### src/rtl/sel_pkg.sv
// Shared types, sizes and the round-robin search used by the select-bus arbiter.
// The search starts just after the previous owner and wraps around.
package sel_pkg;

    localparam int SEL_N      = 8;
    localparam int SEL_ADDR_W = 3;

    typedef enum logic [1:0] {
        IDLE  = 2'd0,
        GRANT = 2'd1,
        GAP   = 2'd2
    } sel_state_t;

    // First set bit of req found by scanning upward from last+1 with wraparound.
    // Callers only use the result when req is non-zero.
    function automatic logic [SEL_ADDR_W-1:0] rr_pick(
        input logic [SEL_N-1:0]      req,
        input logic [SEL_ADDR_W-1:0] last
    );
        logic [SEL_ADDR_W-1:0] idx;
        logic                  found;
        rr_pick = last;
        found   = 1'b0;
        for (int i = 1; i <= SEL_N; i++) begin
            idx = last + SEL_ADDR_W'(i);
            if (!found && req[idx]) begin
                rr_pick = idx;
                found   = 1'b1;
            end
        end
    endfunction

endpackage

### src/rtl/sel_arbiter_if.sv
// Select-bus bundle between the requesters and the arbiter.
// The arbiter drives address/valid/grant/switch and samples req.
interface sel_arbiter_if;
    import sel_pkg::*;

    logic [SEL_N-1:0]      req;
    logic [SEL_ADDR_W-1:0] address;
    logic                  valid;
    logic [SEL_N-1:0]      grant;
    logic                  switch;

    modport master (
        input  req,
        output address,
        output valid,
        output grant,
        output switch
    );

    modport slave (
        output req,
        input  address,
        input  valid,
        input  grant,
        input  switch
    );

endinterface

### src/rtl/Decoder.sv
// Address/valid to one-hot select decoder shared with the datapath.
// The output is all zero whenever valid is low.
module Decoder
    import sel_pkg::*;
(
    input  logic [SEL_ADDR_W-1:0] address,
    input  logic                  valid,
    output logic [SEL_N-1:0]      grant
);

    always_comb begin
        grant = '0;
        if (valid) begin
            grant[address] = 1'b1;
        end
    end

endmodule

### src/rtl/sel_arbiter.sv
// Round-robin owner selection for the 8-way select bus, with hold-limit
// preemption and a one-cycle dead gap between consecutive owners.
module sel_arbiter
    import sel_pkg::*;
#(
    parameter int MAX_HOLD = 16
) (
    input  logic          clk,
    input  logic          rst,
    sel_arbiter_if.master bus
);

    localparam int HOLD_W_RAW = $clog2(MAX_HOLD + 1);
    localparam int HOLD_W     = (HOLD_W_RAW < 1) ? 1 : HOLD_W_RAW;
    localparam int LIM_INT    = (MAX_HOLD == 0) ? 0 : MAX_HOLD - 1;

    localparam logic [HOLD_W-1:0] HOLD_MAX = HOLD_W'(MAX_HOLD);
    localparam logic [HOLD_W-1:0] HOLD_LIM = HOLD_W'(LIM_INT);

    sel_state_t            state;
    logic [SEL_ADDR_W-1:0] address;
    logic [SEL_ADDR_W-1:0] last;
    logic                  valid;
    logic                  switch;
    logic [HOLD_W-1:0]     hold_cnt;

    logic [SEL_ADDR_W-1:0] pick;
    logic [SEL_N-1:0]      owner_mask;
    logic                  any_req;
    logic                  owner_drop;
    logic                  others_pending;
    logic                  preempt;

    assign pick           = rr_pick(bus.req, last);
    assign any_req        = |bus.req;
    assign owner_mask     = SEL_N'(1) << address;
    assign owner_drop     = ~bus.req[address];
    assign others_pending = |(bus.req & ~owner_mask);
    assign preempt        = (MAX_HOLD != 0) && (hold_cnt >= HOLD_LIM) && others_pending;

    // Owner sequencing; last is captured on leaving GRANT so the search at
    // the end of GAP starts just after the owner that was released.
    always_ff @(posedge clk or posedge rst) begin
        if (rst) begin
            state    <= IDLE;
            address  <= '0;
            last     <= SEL_ADDR_W'(SEL_N - 1);
            valid    <= 1'b0;
            switch   <= 1'b0;
            hold_cnt <= '0;
        end else begin
            case (state)
                IDLE, GAP: begin
                    if (any_req) begin
                        state    <= GRANT;
                        address  <= pick;
                        hold_cnt <= '0;
                        valid    <= 1'b1;
                        switch   <= 1'b1;
                    end else begin
                        state  <= IDLE;
                        valid  <= 1'b0;
                        switch <= 1'b0;
                    end
                end
                GRANT: begin
                    switch <= 1'b0;
                    if (hold_cnt != HOLD_MAX) begin
                        hold_cnt <= hold_cnt + HOLD_W'(1);
                    end
                    if (owner_drop || preempt) begin
                        state <= GAP;
                        valid <= 1'b0;
                        last  <= address;
                    end
                end
                default: begin
                    state  <= IDLE;
                    valid  <= 1'b0;
                    switch <= 1'b0;
                end
            endcase
        end
    end

    // Grant comes from the same decoder the datapath uses for its select.
    Decoder u_decoder (
        .address (address),
        .valid   (valid),
        .grant   (bus.grant)
    );

    assign bus.address = address;
    assign bus.valid   = valid;
    assign bus.switch  = switch;

endmodule

### src/flat_wrapper.sv
// flat-port wrapper written by rule: the top's interface ports become plain ports
module sel_arbiter_flat import sel_pkg::*;
#(
    parameter int MAX_HOLD = 16
)
  (clk, rst, bus_req, bus_address, bus_valid, bus_grant, bus_switch);
  sel_arbiter_if bus_i ();
  input  logic clk;
  input  logic rst;
  input wire logic [$bits(bus_i.req)-1:0] bus_req;
  output wire logic [$bits(bus_i.address)-1:0] bus_address;
  output wire logic [$bits(bus_i.valid)-1:0] bus_valid;
  output wire logic [$bits(bus_i.grant)-1:0] bus_grant;
  output wire logic [$bits(bus_i.switch)-1:0] bus_switch;
  assign bus_i.req = bus_req;
  assign bus_address = bus_i.address;
  assign bus_valid = bus_i.valid;
  assign bus_grant = bus_i.grant;
  assign bus_switch = bus_i.switch;
  sel_arbiter #(.MAX_HOLD(MAX_HOLD)) u_core (.clk(clk), .rst(rst), .bus(bus_i));
endmodule
### config.mk
export PLATFORM = sky130hd
export DESIGN_NAME = sel_arbiter_flat
export DESIGN_NICKNAME = d
export VERILOG_FILES = /design/src/rtl/sel_pkg.sv /design/src/rtl/sel_arbiter_if.sv /design/src/rtl/Decoder.sv /design/src/rtl/sel_arbiter.sv /design/src/flat_wrapper.sv
export SDC_FILE = /design/constraint.sdc
export NUM_CORES = 1
export LEC_CHECK = 0
export ABC_AREA = 0
export CAP_MARGIN = 25
export CORE_ASPECT_RATIO = 1.1
export CORE_MARGIN = 5
export CORE_UTILIZATION = 55
export CTS_BUF_LIST = sky130_fd_sc_hd__clkbuf_4 sky130_fd_sc_hd__clkbuf_8 sky130_fd_sc_hd__clkbuf_16
export DETAILED_ROUTE_END_ITERATION = 10
export DONT_BUFFER_PORTS = 1
export HOLD_SLACK_MARGIN = 0.12
export PLACE_DENSITY = 0.71
export SKIP_CTS_REPAIR_TIMING = 1
export SLEW_MARGIN = 0
export SYNTH_ARGS = -nofsm -noshare
export SYNTH_HDL_FRONTEND = slang
export SYNTH_SLANG_ARGS = --single-unit
### constraint.sdc
create_clock -name clk -period 4.2 [get_ports clk]
set_input_delay 0.21 -clock clk [delete_from_list [all_inputs] [get_ports clk]]
set_output_delay 0.21 -clock clk [all_outputs]
set_load 0.1 [all_outputs]
==> results of run 1 <==
flip-flops by register name, indices dropped and copies added (netlist names):
signal	count
u_core.hold_cnt	5
u_core.bus.valid	1
u_core.last	3
u_core.state	2
u_core.bus.switch	1
u_core.bus.address	3
cells by family (layout without fill, tap and decap cells):
logic type	count (synthesis)	count (layout)	synth area share, %
muxes	27	27	26.3
xor gates and xnor gates	6	6	3.77
buffers and inverters	19	22	4.95
and+or+nand+nor	68	68	20.7
adders and majority gates	5	5	3.93
AOI/OAI and AO/OA	39	39	16.5
DFF	15	15	23.8
layer usage:
layer | vias up | wire [µm] | track usage (%) | share of wire, %
met5 | - | 0 | 0 | 0
met3 | 10 | 227 | 5.86 | 5.7
li1 | 669 | - | - | -
met4 | 0 | 77 | 6.50 | 1.9
met2 | 66 | 2040 | 36.1 | 51
met1 | 725 | 1670 | 27.5 | 42
worst paths after layout:
kind | slack [ns] | end | from
max in group asynchronous | 3.41 | u_core.last[2]$_DFFE_PP1P_ | rst
min reg2reg | 0.54 | u_core.hold_cnt[3]$_DFFE_PP0P_ | u_core.hold_cnt[3]$_DFFE_PP0P_
min in group clk | 0.44 | u_core.bus.address[2]$_DFFE_PP0P_ | bus_req[1]
min | 0.41 | u_core.hold_cnt[4]$_DFFE_PP0P_ | rst
max | 1.01 | u_core.bus.address[1]$_DFFE_PP0P_ | u_core.last[1]$_DFFE_PP1P_
max reg2reg | 1.01 | u_core.bus.address[1]$_DFFE_PP0P_ | u_core.last[1]$_DFFE_PP1P_
worst register-to-register path: stages (launching register included):
cell,delay (ns)
dfstp_2,0.75
inv_1,0.13
ha_1,0.53
mux4_2,0.44
mux2i_2,0.30
nand4_1,0.21
nor3b_2,0.32
a22oi_1,0.16
mux2i_1,0.15
a31oi_1,0.05
metrics by stage:
step                      setup slack, ns  instance area, µm²
after floorplan                     0.529                1590
after global placement               1.06                1690
after detailed placement             1.07                1720
after CTS                            1.04                1750
after global routing                0.674                1760
final                                1.01                1760
final cells by class:
class                      count  area, µm²
fill                         232       1020
timing repair buffer           7        110
clock inverter                 1       5.00
inverter                      11       41.3
clock buffer                   3       22.5
tap                           33       41.3
multi-input combinational    145       1160
sequential                    15        379
placed cells by master (no fill, tap or decap), types with 4 or more instances in the layout:
cell / Yosys / layout
mux4_2: 11 / 11
nor2_1: 20 / 14
ha_1: 5 / 5
inv_1: 11 / 11
a211oi_1: 4 / 4
nor2_2: 0 / 6
a21oi_1: 7 / 7
dfrtp_1: 12 / 12
nand2_1: 19 / 19
mux2_2: 6 / 6
mux2i_1: 9 / 9
nand2b_1: 6 / 6
o21ai_0: 6 / 6
==> impl_metrics.csv, run 1 <==
group,metric,value,unit
critical_path,worst_ep_required_time,4.33,ns
job,drv_cap,0,
critical_path,cp-end-kind,"register",
critical_path,path_cells,"inv_1 -> ha_1 -> mux4_2 -> mux2i_2 -> nand4_1 -> nor3b_2 -> a22oi_1 -> mux2i_1 -> a31oi_1",
routing,drt_iter0_drc,111,
yosys,ys.flop_type,"dfrtp_1",
yosys,synth_warnings,0,
sta,tightest_slew,1.06,ns
yosys,synth.most_common_cell,"nor2_1",
yosys,synth-seq-cells,15,
placement,place.gp.congestion,0.985,
layout,drive_above_1_share,23.6,%
global_route,grt_max_degree,16,
layout,fin_nets,198,
yosys,syn_nets,194,
sta,finalCritPeriodShare,75.9,%
routing,routed_wirelength,4020,µm
critical_path,crit_buf_inv,1,
yosys,synth.distinct_cells,48,
routing,dr.pass1.iters,4,
clock_network,clk_pin_slew,0.09,ns
routing,drt-wirelength-per-cell,18.7,µm
global_route,grt.total_usage,21.9,%
placement,portBuffers,0,
critical_path,arrival,3.32,ns
routing,via_per_inst,6.84,
sta,finalMaxSlewViolations,0,
floorplanning,start_util,57.3,%
clock_network,cts-buffers-inserted,3,
layout,final_util,63.3,%
routing,antenna_left,0,
floorplanning,io_pins,23,
sta,hold_viol,0,
sta,finalHoldWorstSlack,0.413,ns
critical_path,crit_cells,9,
yosys,synth_area_leaders,"dfrtp_1 (19%), mux4_2 (16%), mux2i_1 (5.7%), dfstp_2 (5.0%), nor2_1 (4.7%)",
global_route,overflow,0,
routing,vias,1470,
layout,diodes,0,
hold_path,hold_class,"in2async",
yosys,synthTopCellsByCount,"nor2_1 (20), nand2_1 (19), dfrtp_1 (12)",
floorplanning,die_w,61.3,µm
critical_path,worstSetupPathType,"reg2reg",
sta,finalSetupTns,0,ns
clock_network,cts-root-buf,"clkbuf_4",
yosys,ys_seq_area_share,23.8,%
critical_path,r2r_cells,9,
sta,setup_viol_count_final,0,
layout,fin_cells,215,
clock_network,clk_latency,0.28,ns
floorplanning,fp-row-count,20,
critical_path,crit_fanout,15,
yosys,syn_avg_cell_area,8.89,µm²
yosys,synth_top_area_share,18.9,%
clock_network,clockBufferDepth,2,
global_route,antenna_found_initial,0,
yosys,synth_top_area_cell,"dfrtp_1",
critical_path,critPathSlowestCell,"dfstp_2",
yosys,synth_edf_count,0,
sta,max_freq,0.314,GHz
sta,skew,0.00829,ns
floorplanning,die_area,4070,µm²
yosys,async_flop_share,100,%
layout,syn_to_final_growth,10.5,%
placement,dpl.cell_count,210,
yosys,syn_area,1590,µm²
routing,drc_errors,0,
critical_path,critical-path-top-delay-family,"multiplexers",
clock_network,cts_tree,"built",
critical_path,cp_slowest_stage_delay,0.75,ns
global_route,grt_pass1_wl,6820,µm
sta,rsz0062_at_grt,"false",
floorplanning,die_y,66.4,µm
clock_network,h-tree-depth,1,
yosys,syn-instance-count,179,
floorplanning,core,2780,µm²
global_route,grt_pass1_vias,1470,
sta,relSlewSlack,29.1,%
sta,period_needed,3.19,ns
placement,hpwlAfterDp,3030,µm
status,status,"finished, final reports clean",
clock_network,clock_sinks,15,
critical_path,worstSetupStartpointType,"register",
Power of run 1 is left out: the tool's default activity adds up to more than one toggle a clock period on the data nets, which glitch-free logic cannot reach.
==> inputs of run 2 (changes only) <==
clock period = 3 ns   (was 4.2 ns; I/O delays follow)
==> run 2 against run 1 <==
Die area unchanged; largest cell class unchanged; final cell count increased by 6.5%; sequential cell count unchanged; sequential share of layout area decreased by 0.87 points; hold slack got worse by 0.14 ns; critical path depth unchanged.
==> impl_metrics.csv, run 2 (synthesis gave the netlist of run 1 again) <==
group,metric,value,unit
critical_path,endpoint,"u_core.bus.address[0]$_DFFE_PP0P_",
global_route,grt.total_usage,21.6,%
job,drv_cap,0,
layout,regMostFlops,"u_core.hold_cnt",
clock_network,clk_pin_slew,0.10,ns
status,status,"finished, final reports clean",
layout,fin_cells,229,
critical_path,cp_slowest_stage_delay,0.58,ns
global_route,grt_pass1_vias,1484,
critical_path,path_common_cell,"nor2_1",
sta,max_freq,0.356,GHz
floorplanning,fp-row-count,20,
layout,syn_to_final_growth,15.1,%
routing,dr.pass1.iters,5,
critical_path,r2r_cells,9,
floorplanning,start_util,57.3,%
floorplanning,die_area,4070,µm²
critical_path,arrival,2.99,ns
clock_network,cts-root-buf,"clkbuf_4",
routing,vias,1486,
critical_path,r2r-start,"u_core.last[0]$_DFFE_PP1P_",
critical_path,critPathSlowestCell,"dfstp_2",
floorplanning,core,2780,µm²
placement,hpwlAfterDp,3170,µm
routing,routed_wirelength,4160,µm
sta,skew,0.00200,ns
layout,multi_input_area,1180,µm²
clock_network,cts_tree,"built",
sta,setup_viol_count_final,0,
clock_network,h-tree-depth,1,
layout,largest_register_ffs,5,
sta,finalCritPeriodShare,93.6,%
critical_path,worstSetupPathType,"reg2reg",
critical_path,r2r_end,"u_core.bus.address[0]$_DFFE_PP0P_",
routing,drt_iter0_drc,80,
routing,drc_errors,0,
critical_path,worstSetupStartpointType,"register",
clock_network,cts-buffers-inserted,3,
hold_path,hold_class,"in2reg",
critical_path,crit_start,"u_core.last[0]$_DFFE_PP1P_",
routing,via_per_inst,6.49,
clock_network,clockBufferDepth,2,
sta,finalMaxSlewViolations,0,
floorplanning,io_pins,23,
sta,period_needed,2.81,ns
placement,place.gp.congestion,0.944,
layout,fin_nets,212,
placement,place_area,1780,µm²
routing,drt-wirelength-per-cell,18.1,µm
placement,portBuffers,0,
layout,nFillCells,231,
sta,relSlewSlack,41.9,%
routing,antenna_left,0,
placement,dpl.cell_count,224,
global_route,overflow,0,
critical_path,worst_ep_required_time,3.19,ns
clock_network,clock_sinks,15,
critical_path,rrSetupSlack,0.19,ns
critical_path,cp-end-kind,"register",
critical_path,crit_fanout,6,
layout,regArea,379,µm²
layout,layout_common_cells,"buf_4 (20), nand2_1 (19), nor2_1 (14), dfrtp_1 (12)",
clock_network,clk_latency,0.29,ns
layout,final_area,1830,µm²
sta,finalSetupTns,0,ns
sta,hold_viol,0,
layout,drive_above_1_share,29.1,%
sta,tightest_slew,0.872,ns
layout,final_common_cell,"buf_4",
layout,reg_top3,"u_core.hold_cnt: 5 flops, u_core.bus.address: 3 flops, u_core.last: 3 flops",
floorplanning,die_w,61.3,µm
global_route,grt_max_degree,16,
layout,final_util,65.9,%
floorplanning,die_y,66.4,µm
global_route,antenna_found_initial,0,
sta,rsz0062_at_grt,"false",
layout,diodes,0,
global_route,grt_pass1_wl,6630,µm
critical_path,path_cells,"inv_1 -> ha_1 -> mux4_2 -> nor2_1 -> nand4_1 -> nor2_1 -> nor2_1 -> xnor2_1 -> mux2_2",
## run 2: changes by cell type in the layout (fill, tap and decap cells not counted)
cell	previous run	this run
buf_4	3	20
mux2i_2	1	0
buf_16	1	0
nor3_2	2	0
clkinvlp_4	0	1
clkinv_2	1	0
nor3_4	0	2
mux2i_4	0	1
clkbuf_16	2	0
## run 2: final cells by class
cell class | count | share of cell area [%]
repair buffers | 21 | 8.74
clock inverters | 1 | 0.410
well taps | 33 | 2.25
multi-input cells | 145 | 64.4
clock buffers | 3 | 1.23
flip-flops and latches | 15 | 20.7
inverters | 11 | 2.25
## run 2: routing by layer
layer / up-vias / global-route usage, % / wire length [µm]
met5: - / 0 / 0
met4: 0 / 8.94 / 136
met3: 19 / 5.08 / 192
met2: 59 / 38.4 / 2250
met1: 706 / 23.8 / 1580
li1: 702 / - / -
## run 2: worst min-delay path by stage
stage	startpoint	to	slack (ns)	depth (start not counted)
floorplan	rst	u_core.bus.address[0]$_DFFE_PP0P_	0.05	1
CTS	rst	u_core.hold_cnt[0]$_DFFE_PP0P_	-0.20	1
global route	bus_req[2]	u_core.bus.switch$_DFF_PP0_	0.33	3
global placement	rst	u_core.bus.valid$_DFFE_PP0P_	0.12	1
finish	bus_req[2]	u_core.bus.switch$_DFF_PP0_	0.28	3
detailed placement	rst	u_core.hold_cnt[0]$_DFFE_PP0P_	0.12	1
## run 2: worst max-delay path: cells and delay by family (launching register included)
| family | cells | cell delay [ns] |
|---|---|---|
| adders and majority gates | 1 | 0.44 |
| buffers and inverters | 1 | 0.08 |
| and+or+nand+nor | 4 | 0.82 |
| DFF | 1 | 0.58 |
| xor gates and xnor gates | 1 | 0.13 |
| muxes | 2 | 0.65 |
## run 2: metrics by stage
step | setup WS, ns | hold WS (ns)
after floorplan | 0.0453 | 0.0493
after global placement | 0.186 | 0.117
after detailed placement | 0.164 | 0.122
after CTS | 0.139 | -0.201
after global routing | 0.0260 | 0.331
final | 0.193 | 0.277
Power of run 2 is left out for the same reason.
